## config.mk

```make
export PLATFORM = sky130hd
export DESIGN_NAME = rgb_pwm_fader
export DESIGN_NICKNAME = d
export VERILOG_FILES = /design/src/rtl/rgb_pwm_fader.sv
export SDC_FILE = /design/constraint.sdc
export NUM_CORES = 1
export LEC_CHECK = 0
export CAP_MARGIN = 15
export CORE_MARGIN = 2
export CORE_UTILIZATION = 33
export CTS_BUF_LIST = sky130_fd_sc_hd__clkbuf_4
export DETAILED_ROUTE_END_ITERATION = 8
export SYNTH_ARGS = -nofsm -noshare
export SYNTH_HDL_FRONTEND = slang
export SYNTH_SLANG_ARGS = --single-unit
```

## constraint.sdc

```tcl
create_clock -name clock -period 7.9 [get_ports clock]
set_clock_uncertainty 0.1 [all_clocks]
set_input_delay 0.79 -clock clock [delete_from_list [all_inputs] [get_ports clock]]
set_output_delay 0.79 -clock clock [all_outputs]
set_load 0.01 [all_outputs]
```

## src/rtl/rgb_pwm_fader.sv

```systemverilog
// rgb_pwm_fader: multi-channel PWM LED driver with per-channel off / steady /
// blink / breathe modes sharing one triangle brightness ramp.
//
// Ports:
//   clock        - system clock, all logic on its rising edge
//   reset_n      - asynchronous active-low reset
//   enable       - high runs the counters; low freezes them and blanks the LEDs
//   mode         - per-channel mode, channel i at [2i+1:2i]
//                  (00 off, 01 steady, 10 blink, 11 breathe)
//   duty         - per-channel duty / breathe peak, channel i at [W*i+W-1:W*i]
//   led          - registered PWM outputs, polarity set by ACTIVE_LOW
//   period_start - one-cycle pulse after each PWM period wrap
module rgb_pwm_fader #(
  parameter int unsigned CHANNELS     = 3,
  parameter int unsigned PWM_WIDTH    = 8,
  parameter int unsigned PRESCALE     = 12,
  parameter int unsigned STEP_PERIODS = 4,
  parameter int unsigned ACTIVE_LOW   = 1
) (
  input  logic                            clock,
  input  logic                            reset_n,
  input  logic                            enable,
  input  logic [2*CHANNELS-1:0]           mode,
  input  logic [PWM_WIDTH*CHANNELS-1:0]   duty,
  output logic [CHANNELS-1:0]             led,
  output logic                            period_start
);

  localparam int unsigned W      = PWM_WIDTH;
  localparam int unsigned PW2    = 2 * PWM_WIDTH;
  localparam int unsigned PSC_W  = (PRESCALE > 1) ? $clog2(PRESCALE) : 1;
  localparam int unsigned STEP_W = (STEP_PERIODS > 1) ? $clog2(STEP_PERIODS) : 1;
  localparam logic        AL     = (ACTIVE_LOW != 0);

  typedef enum logic [1:0] {
    MODE_OFF     = 2'b00,
    MODE_STEADY  = 2'b01,
    MODE_BLINK   = 2'b10,
    MODE_BREATHE = 2'b11
  } mode_e;

  typedef enum logic {
    DIR_UP   = 1'b0,
    DIR_DOWN = 1'b1
  } dir_e;

  logic [PSC_W-1:0]  psc_q, psc_d;
  logic [W-1:0]      pwm_cnt_q, pwm_cnt_d;
  logic [STEP_W-1:0] step_q, step_d;
  logic [W-1:0]      r_q, r_d;
  dir_e              dir_q, dir_d;
  mode_e             mode_sh_q [CHANNELS];
  logic [W-1:0]      duty_sh_q [CHANNELS];
  logic [CHANNELS-1:0] led_q, led_d;
  logic              ps_q;

  logic              tick;
  logic              wrap;
  logic [W:0]        dplus [CHANNELS];
  logic [PW2-1:0]    prod  [CHANNELS];
  logic [W-1:0]      level [CHANNELS];
  logic [CHANNELS-1:0] raw;

  // Counter chain: prescaler -> PWM counter -> step counter -> ramp.
  always_comb begin
    tick      = enable && (psc_q == PSC_W'(PRESCALE - 1));
    wrap      = tick && (pwm_cnt_q == '1);

    psc_d     = psc_q;
    if (enable) psc_d = tick ? '0 : psc_q + 1'b1;

    pwm_cnt_d = tick ? pwm_cnt_q + 1'b1 : pwm_cnt_q;

    step_d    = step_q;
    r_d       = r_q;
    dir_d     = dir_q;
    if (wrap) begin
      if (step_q == STEP_W'(STEP_PERIODS - 1)) begin
        step_d = '0;
        if (dir_q == DIR_UP) begin
          if (r_q == '1) begin
            dir_d = DIR_DOWN;
            r_d   = r_q - 1'b1;
          end else begin
            r_d   = r_q + 1'b1;
          end
        end else begin
          if (r_q == '0) begin
            dir_d = DIR_UP;
            r_d   = r_q + 1'b1;
          end else begin
            r_d   = r_q - 1'b1;
          end
        end
      end else begin
        step_d = step_q + 1'b1;
      end
    end
  end

  // Per-channel level from the shadow copies, so a period sees one setting only.
  always_comb begin
    for (int unsigned i = 0; i < CHANNELS; i++) begin
      dplus[i] = {1'b0, duty_sh_q[i]} + 1'b1;
      // Peak+1 scaling makes a full-scale peak reproduce the ramp exactly.
      prod[i]  = PW2'(r_q) * PW2'(dplus[i]);
      level[i] = '0;
      unique case (mode_sh_q[i])
        MODE_OFF:     level[i] = '0;
        MODE_STEADY:  level[i] = duty_sh_q[i];
        MODE_BLINK:   level[i] = (dir_q == DIR_UP) ? duty_sh_q[i] : '0;
        MODE_BREATHE: level[i] = prod[i][PW2-1:W];
        default:      level[i] = '0;
      endcase
      raw[i] = pwm_cnt_q < level[i];
    end
    led_d = (enable ? raw : '0) ^ {CHANNELS{AL}};
  end

  always_ff @(posedge clock or negedge reset_n) begin
    if (!reset_n) begin
      psc_q     <= '0;
      pwm_cnt_q <= '0;
      step_q    <= '0;
      r_q       <= '0;
      dir_q     <= DIR_UP;
      for (int unsigned i = 0; i < CHANNELS; i++) begin
        mode_sh_q[i] <= MODE_OFF;
        duty_sh_q[i] <= '0;
      end
      led_q     <= {CHANNELS{AL}};
      ps_q      <= 1'b0;
    end else begin
      psc_q     <= psc_d;
      pwm_cnt_q <= pwm_cnt_d;
      step_q    <= step_d;
      r_q       <= r_d;
      dir_q     <= dir_d;
      if (wrap) begin
        for (int unsigned i = 0; i < CHANNELS; i++) begin
          mode_sh_q[i] <= mode_e'(mode[2*i +: 2]);
          duty_sh_q[i] <= duty[W*i +: W];
        end
      end
      led_q     <= led_d;
      ps_q      <= wrap;
    end
  end

  assign led          = led_q;
  assign period_start = ps_q;

endmodule

```

==> results of run 1 <==
## metrics by stage
stage | total power, uW | util, % | cell area [um2] | hold slack (ps)
final | 700 | 36.9 | 10700 | 350
after global routing | 737 | 36.9 | 10700 | 416
after CTS | 711 | 36.9 | 10700 | 381
after detailed placement | 478 | 36.5 | 10600 | 410
after global placement | 474 | 36.5 | 10600 | 394
after floorplan | 416 | - | 9770 | 385
## kinds of logic (layout without fill, tap and decap cells)
kind of cell / after synthesis / count (layout) / share of synthesized area, %
flops: 57 / 57 / 14.6
fa+ha+maj: 246 / 246 / 40.7
other cells: 0 / 2 / 0
xor+xnor: 64 / 64 / 5.74
buf+inv: 178 / 211 / 7.17
mux: 41 / 41 / 4.70
simple gates: 361 / 361 / 19.6
compound gates: 107 / 107 / 7.39
## state kept, by name, indices dropped and copies added, names as in the netlist
register / cells
r_q: 8
pwm_cnt_q: 8
led: 3
dir_q: 1
period_start: 1
duty_sh_q: 24
psc_q: 4
mode_sh_q: 6
step_q: 2
## final cells by class
cell class / instances / area [um2]
fill: 2983 / 18200
multi-input combinational: 819 / 7640
antenna: 2 / 5.00
timing repair buffer: 50 / 460
inverter: 145 / 544
tap: 384 / 480
sequential: 57 / 1430
clock buffer: 9 / 67.6
clock inverter: 7 / 61.3
## critical path: stages (launching register included)
cell and delay (ps):
dfrtp_1 540, ha_1 290, nand3_1 210, nor2_1 100, xnor2_1 640, nor2_1 140
fa_1 540, fa_1 510, fa_1 490, inv_1 50, fa_1 470, inv_1 40
ha_1 310, nand4_1 110, or2_2 300, o2111ai_1 350, o211ai_1 160, mux2_2 280
nor2_1 90, ha_1 240, a21o_1 180, a221o_1 360, nor3b_1 170, a21oi_1 90
## power by group through the flow
stage	Sequential, uW	Clock (uW)	Combinational [uW]
2_1_floorplan	343	0	73.3
3_3_place_gp	353	0	120
3_5_place_dp	353	0	125
4_1_cts	348	238	124
5_1_grt	352	247	139
6_report	348	229	123
## how the worst max path moves through the flow
stage | from | to | slack [ps] | cells after the start
after floorplan | duty_sh_q[8]$_DFFE_PN0P_ | led[1]$_DFF_PN1_ | 1850 | 24
final | duty_sh_q[8]$_DFFE_PN0P_ | led[1]$_DFF_PN1_ | 1070 | 23
after global routing | duty_sh_q[8]$_DFFE_PN0P_ | led[1]$_DFF_PN1_ | 660 | 23
after CTS | duty_sh_q[8]$_DFFE_PN0P_ | led[1]$_DFF_PN1_ | 1080 | 23
after detailed placement | duty_sh_q[8]$_DFFE_PN0P_ | led[1]$_DFF_PN1_ | 1090 | 23
after global placement | duty_sh_q[8]$_DFFE_PN0P_ | led[1]$_DFF_PN1_ | 1310 | 23
## layout by cell type, fill, tap and decap left out, types with 18 or more instances in the layout
| master | Yosys | final |
|---|---|---|
| fa_1 | 120 | 120 |
| nand2_1 | 48 | 48 |
| o21ai_0 | 18 | 18 |
| mux2_2 | 38 | 38 |
| and2_1 | 49 | 49 |
| nand3_1 | 22 | 22 |
| nor2_1 | 99 | 99 |
| dfrtp_1 | 54 | 54 |
| ha_1 | 126 | 126 |
| xor2_1 | 18 | 18 |
| a21oi_1 | 22 | 22 |
| inv_1 | 142 | 142 |
| nor2b_1 | 48 | 48 |
| clkdlybuf4s50_1 | 0 | 35 |
| nand2b_1 | 31 | 31 |
| xnor2_1 | 46 | 46 |
## layer usage
metal	wire length, um	vias to the layer above	part of all wire (%)	GRT usage [%]
met5	0	-	0	0
met4	251	0	1.1	2.96
met3	740	19	3.1	2.26
met2	11500	105	48	27.3
met1	11200	3690	47	22.7
li1	-	3533	-	-
==> flow_summary.ini, run 1 <==
[status]
outcome = complete, no violations

[floorplanning]
rows = 62
coreArea_mm2 = 0.0289
die_w_um = 176
die_h_um = 176
initial_utilization_pct = 33.8
die-area_mm2 = 0.0310
io_pins = 37

[yosys]
synth_top_area_cell = fa_1
yosysMostFrequentCell = inv_1
synth.distinct_cells = 62
synth-async-reset-ratio_pct = 100
synth_top_area_share_pct = 24.6
synth.cell_area_mm2 = 0.00977
netlist_instances = 1054
ys_warn_count = 0
syn_area_per_cell_um2 = 9.27
synth_fp_nets = 1333
yosysSeqAreaShare_pct = 14.6
synth_seq_cells = 57
synth_edf_count = 0
synthTopCellsByCount = inv_1, ha_1, fa_1
ys.flop_type = dfrtp_1
ys_top_cells_by_area = fa_1, ha_1, dfrtp_1

[route]
drtIter0Drc = 465
drt_first_pass_iters = 4
route.detailed.drc = 0
wl_per_cell_um = 16.1
vias = 7347
detail-route-antenna-nets = 0
wl_um = 23700
vias_per_cell = 4.99

[critical_path]
cp-start-kind = register
worstPathRequired_ps = 8180
worstSetupPathType = reg -> reg
r2r.worst_path.cells = 23
worstPathArrival_ps = 7110
reg2reg_to = led[1]$_DFF_PN1_
crit_fanout = 12
cp-end-kind = register
rrSetupSlack_ps = 1070
r2r-start = duty_sh_q[8]$_DFFE_PN0P_

[finish]
stdcell_count = 1473
area_delta_synth_final_pct = 9.40
nNetsFinal = 1361
drive_gt1_share_pct = 7.54

[power]
p_per_area_mw_per_mm2 = 65.5
p_int_uw = 455
p_leak_uw = 0.00530
vdd_drop_max_mv = 0.101
pwr-share-clk_pct = 32.7
switching_share_pct = 35.1
pwr-share-comb_pct = 17.5
power_switching_uw = 246
power_frac_seq_pct = 49.7

[clocking]
cts_setup_buffers = 0
cts_resized = 0
hold_buffers = 0
cts_sinks = 57
clk_path_buf_depth = 2
clk_latency_ps = 480
cts_htree_levels = 3
clk_pin_slew_ps = 160
cts.root.buffer_cell = clkbuf_4
cts_tree = built
cts_made_buffers = 9

[timing]
fin_tns_setup_ps = 0
fin_ws_ps = 1070
slew_headroom_pct = 39.2
tightest_slew_ps = 911
final_max_slew_viol_count = 0
min_period_over_period_pct = 86.5
finalHoldViolCount = 0
finalCriticalPeriod_ps = 6830
rsz0062_at_grt = no
report.final.setup_viol = 0
fmax_ghz = 0.146

[global_routing]
grt_usage_pct = 16.3
grt_pass1_vias = 7634
antenna_found_initial = 1
grt_pass1_wl_um = 40000
grt_overflow = 0
grt_max_degree = 58

[min_path]
hold_path.class = in -> async

[job]
cap_viol_max_count = 0

[placed_design]
gp_congestion = 0.848
port_buffers = 36
post-place-ws_ps = 1090
dp_hpwl_um = 18800
post-place-cells = 1455
Power figures use the tool's default switching activity.
==> run 2, diff against run 1 <==
ABC_AREA = 1   (was unset)
MAX_ROUTING_LAYER = met4   (was unset)
==> flow_summary.ini, run 2 <==
[status]
outcome = complete, no violations

[yosys]
synth-async-reset-ratio_pct = 100
synth_top_area_share_pct = 23.9
synth_edf_count = 0
synth_top_area_cell = fa_1
ys_warn_count = 0
syn_area_per_cell_um2 = 7.42
netlist_instances = 1357
synth.cell_area_mm2 = 0.0101
synth_fp_nets = 1636
yosysSeqAreaShare_pct = 14.2
synthTopCellsByCount = inv_1, nand2_1, nor2_1
ys.flop_type = dfrtp_1
synth.distinct_cells = 48
yosysMostFrequentCell = inv_1
synth_seq_cells = 57
ys_top_cells_by_area = fa_1, ha_1, dfrtp_1

[timing]
fin_tns_setup_ps = 0
slew_headroom_pct = 45.4
min_period_over_period_pct = 85.5
tightest_slew_ps = 817
final_max_slew_viol_count = 0
finalHoldViolCount = 0
rsz0062_at_grt = no
fmax_ghz = 0.148
report.final.setup_viol = 0
finalCriticalPeriod_ps = 6760

[global_routing]
grt_usage_pct = 18.6
grt_pass1_vias = 8730
grt_overflow = 0
grt_max_degree = 58
use_met2_pct = 28.9
grt.busiest_layer = met2
met1_usage_pct = 25.7
grt_pass1_wl_um = 45100
antenna_found_initial = 2
use_met3_pct = 2.94

[route]
route.detailed.drc = 0
drt_first_pass_iters = 5
wl_per_cell_um = 15.1
vias = 8650
vias_per_cell = 4.85
detail-route-antenna-nets = 0
wl_um = 26900
drtIter0Drc = 542

[critical_path]
cp_slowest_cell = xor2_1
crit_fanout = 8
worstPathArrival_ps = 7040
cp_slowest_stage_delay_ps = 670
worstPathRequired_ps = 8180
cp-end-kind = register
worstSetupPathType = reg -> reg
cp-start-kind = register

[clocking]
clk_pin_slew_ps = 110
cts_sinks = 57
cts.root.buffer_cell = clkbuf_4
clk_path_buf_depth = 2
hold_buffers = 0
cts_setup_buffers = 0
clk_latency_ps = 460
cts_made_buffers = 9
cts_htree_levels = 3
cts_resized = 0
cts_tree = built

[placed_design]
port_buffers = 36
dp_hpwl_um = 21200
post-place-cells = 1764
gp_congestion = 0.928

[finish]
layout_common_cells = inv_1, nand2_1, nor2_1, ha_1, fa_1
area_delta_synth_final_pct = 9.26
final_common_cell = inv_1
stdcell_count = 1782
drive_gt1_share_pct = 3.67
nNetsFinal = 1664
regMostFlops = duty_sh_q
final_util_pct = 36.8
largest_reg_flops = 24
largestRegisters = duty_sh_q x24, pwm_cnt_q x8, r_q x8
n_fill_cell = 3118

[power]
p_leak_uw = 0.00627
p_per_area_mw_per_mm2 = 64.9
vdd_drop_max_mv = 0.119
finalPower_uw = 714

[floorplanning]
io_pins = 37
coreArea_mm2 = 0.0299
die_w_um = 179
initial_utilization_pct = 33.7
rows = 63
die_h_um = 179
die-area_mm2 = 0.0319

[min_path]
hold_path.class = reg -> reg

[job]
cap_viol_max_count = 0
[run 2: final timing paths]
path	from	to	slack (ps)	cells past startpoint
min	psc_q[3]$_DFFE_PN0P_	psc_q[3]$_DFFE_PN0P_	370	1
min in group asynchronous	reset_n	step_q[0]$_DFFE_PN0P_	390	2
max in group asynchronous	reset_n	duty_sh_q[22]$_DFFE_PN0P_	6780	2
max	duty_sh_q[16]$_DFFE_PN0P_	led[0]$_DFF_PN1_	1140	27
max reg2reg	duty_sh_q[16]$_DFFE_PN0P_	led[0]$_DFF_PN1_	1140	27
min reg2reg	psc_q[3]$_DFFE_PN0P_	psc_q[3]$_DFFE_PN0P_	370	1
[run 2: final cells by class]
cell class | count | area (um2) | share of cell area [%]
Sequential cell | 57 | 1430 | 13.0
Timing Repair Buffer | 44 | 415 | 3.78
Tap cell | 390 | 488 | 4.44
Inverter | 282 | 1060 | 9.64
Clock buffer | 9 | 67.6 | 0.614
Antenna cell | 2 | 5.00 | 0.0455
Clock inverter | 7 | 93.8 | 0.853
Multi-Input combinational cell | 991 | 7440 | 67.6
[run 2: metrics by stage]
step / setup slack, ps / cell area, um2 / hold slack [ps]
finish: 1140 / 11000 / 374
global route: 529 / 11000 / 423
CTS: 1170 / 11000 / 382
detailed placement: 1210 / 10800 / 360
global placement: 1330 / 10800 / 356
floorplan: 2290 / 10100 / 333
[run 2: critical path: cells and delay by family (launching register included)]
kind | cells | cell delay (ps)
compound gates | 5 | 980
xor+xnor | 1 | 670
fa+ha+maj | 6 | 2670
buf+inv | 4 | 330
flops | 1 | 550
simple gates | 11 | 1380
[run 2: power by group]
part / switching (uW) / internal [uW] / leakage (uW)
logic: 59.9 / 43.5 / 0.00557
registers: 32.4 / 310 / 0.000608
clock network: 140 / 128 / 0.0000840
[run 2: per-layer routing]
| layer | wire length, um | vias to the layer above |
|---|---|---|
| li1 | - | 4223 |
| met1 | 13000 | 4130 |
| met2 | 11800 | 260 |
| met3 | 1560 | 37 |
| met4 | 548 | 0 |
| met5 | 0 | - |
[run 2: logic make-up (layout without fill, tap and decap cells)]
family	after synthesis	count (layout)	share of synthesized area, %
buffers and inverters	309	342	11.9
AOI/OAI and AO/OA	122	122	6.80
other	0	2	0
DFF	57	57	14.2
and+or+nand+nor	581	581	23.9
xor gates and xnor gates	40	40	3.48
muxes	2	2	0.211
adders and majority gates	246	246	39.5
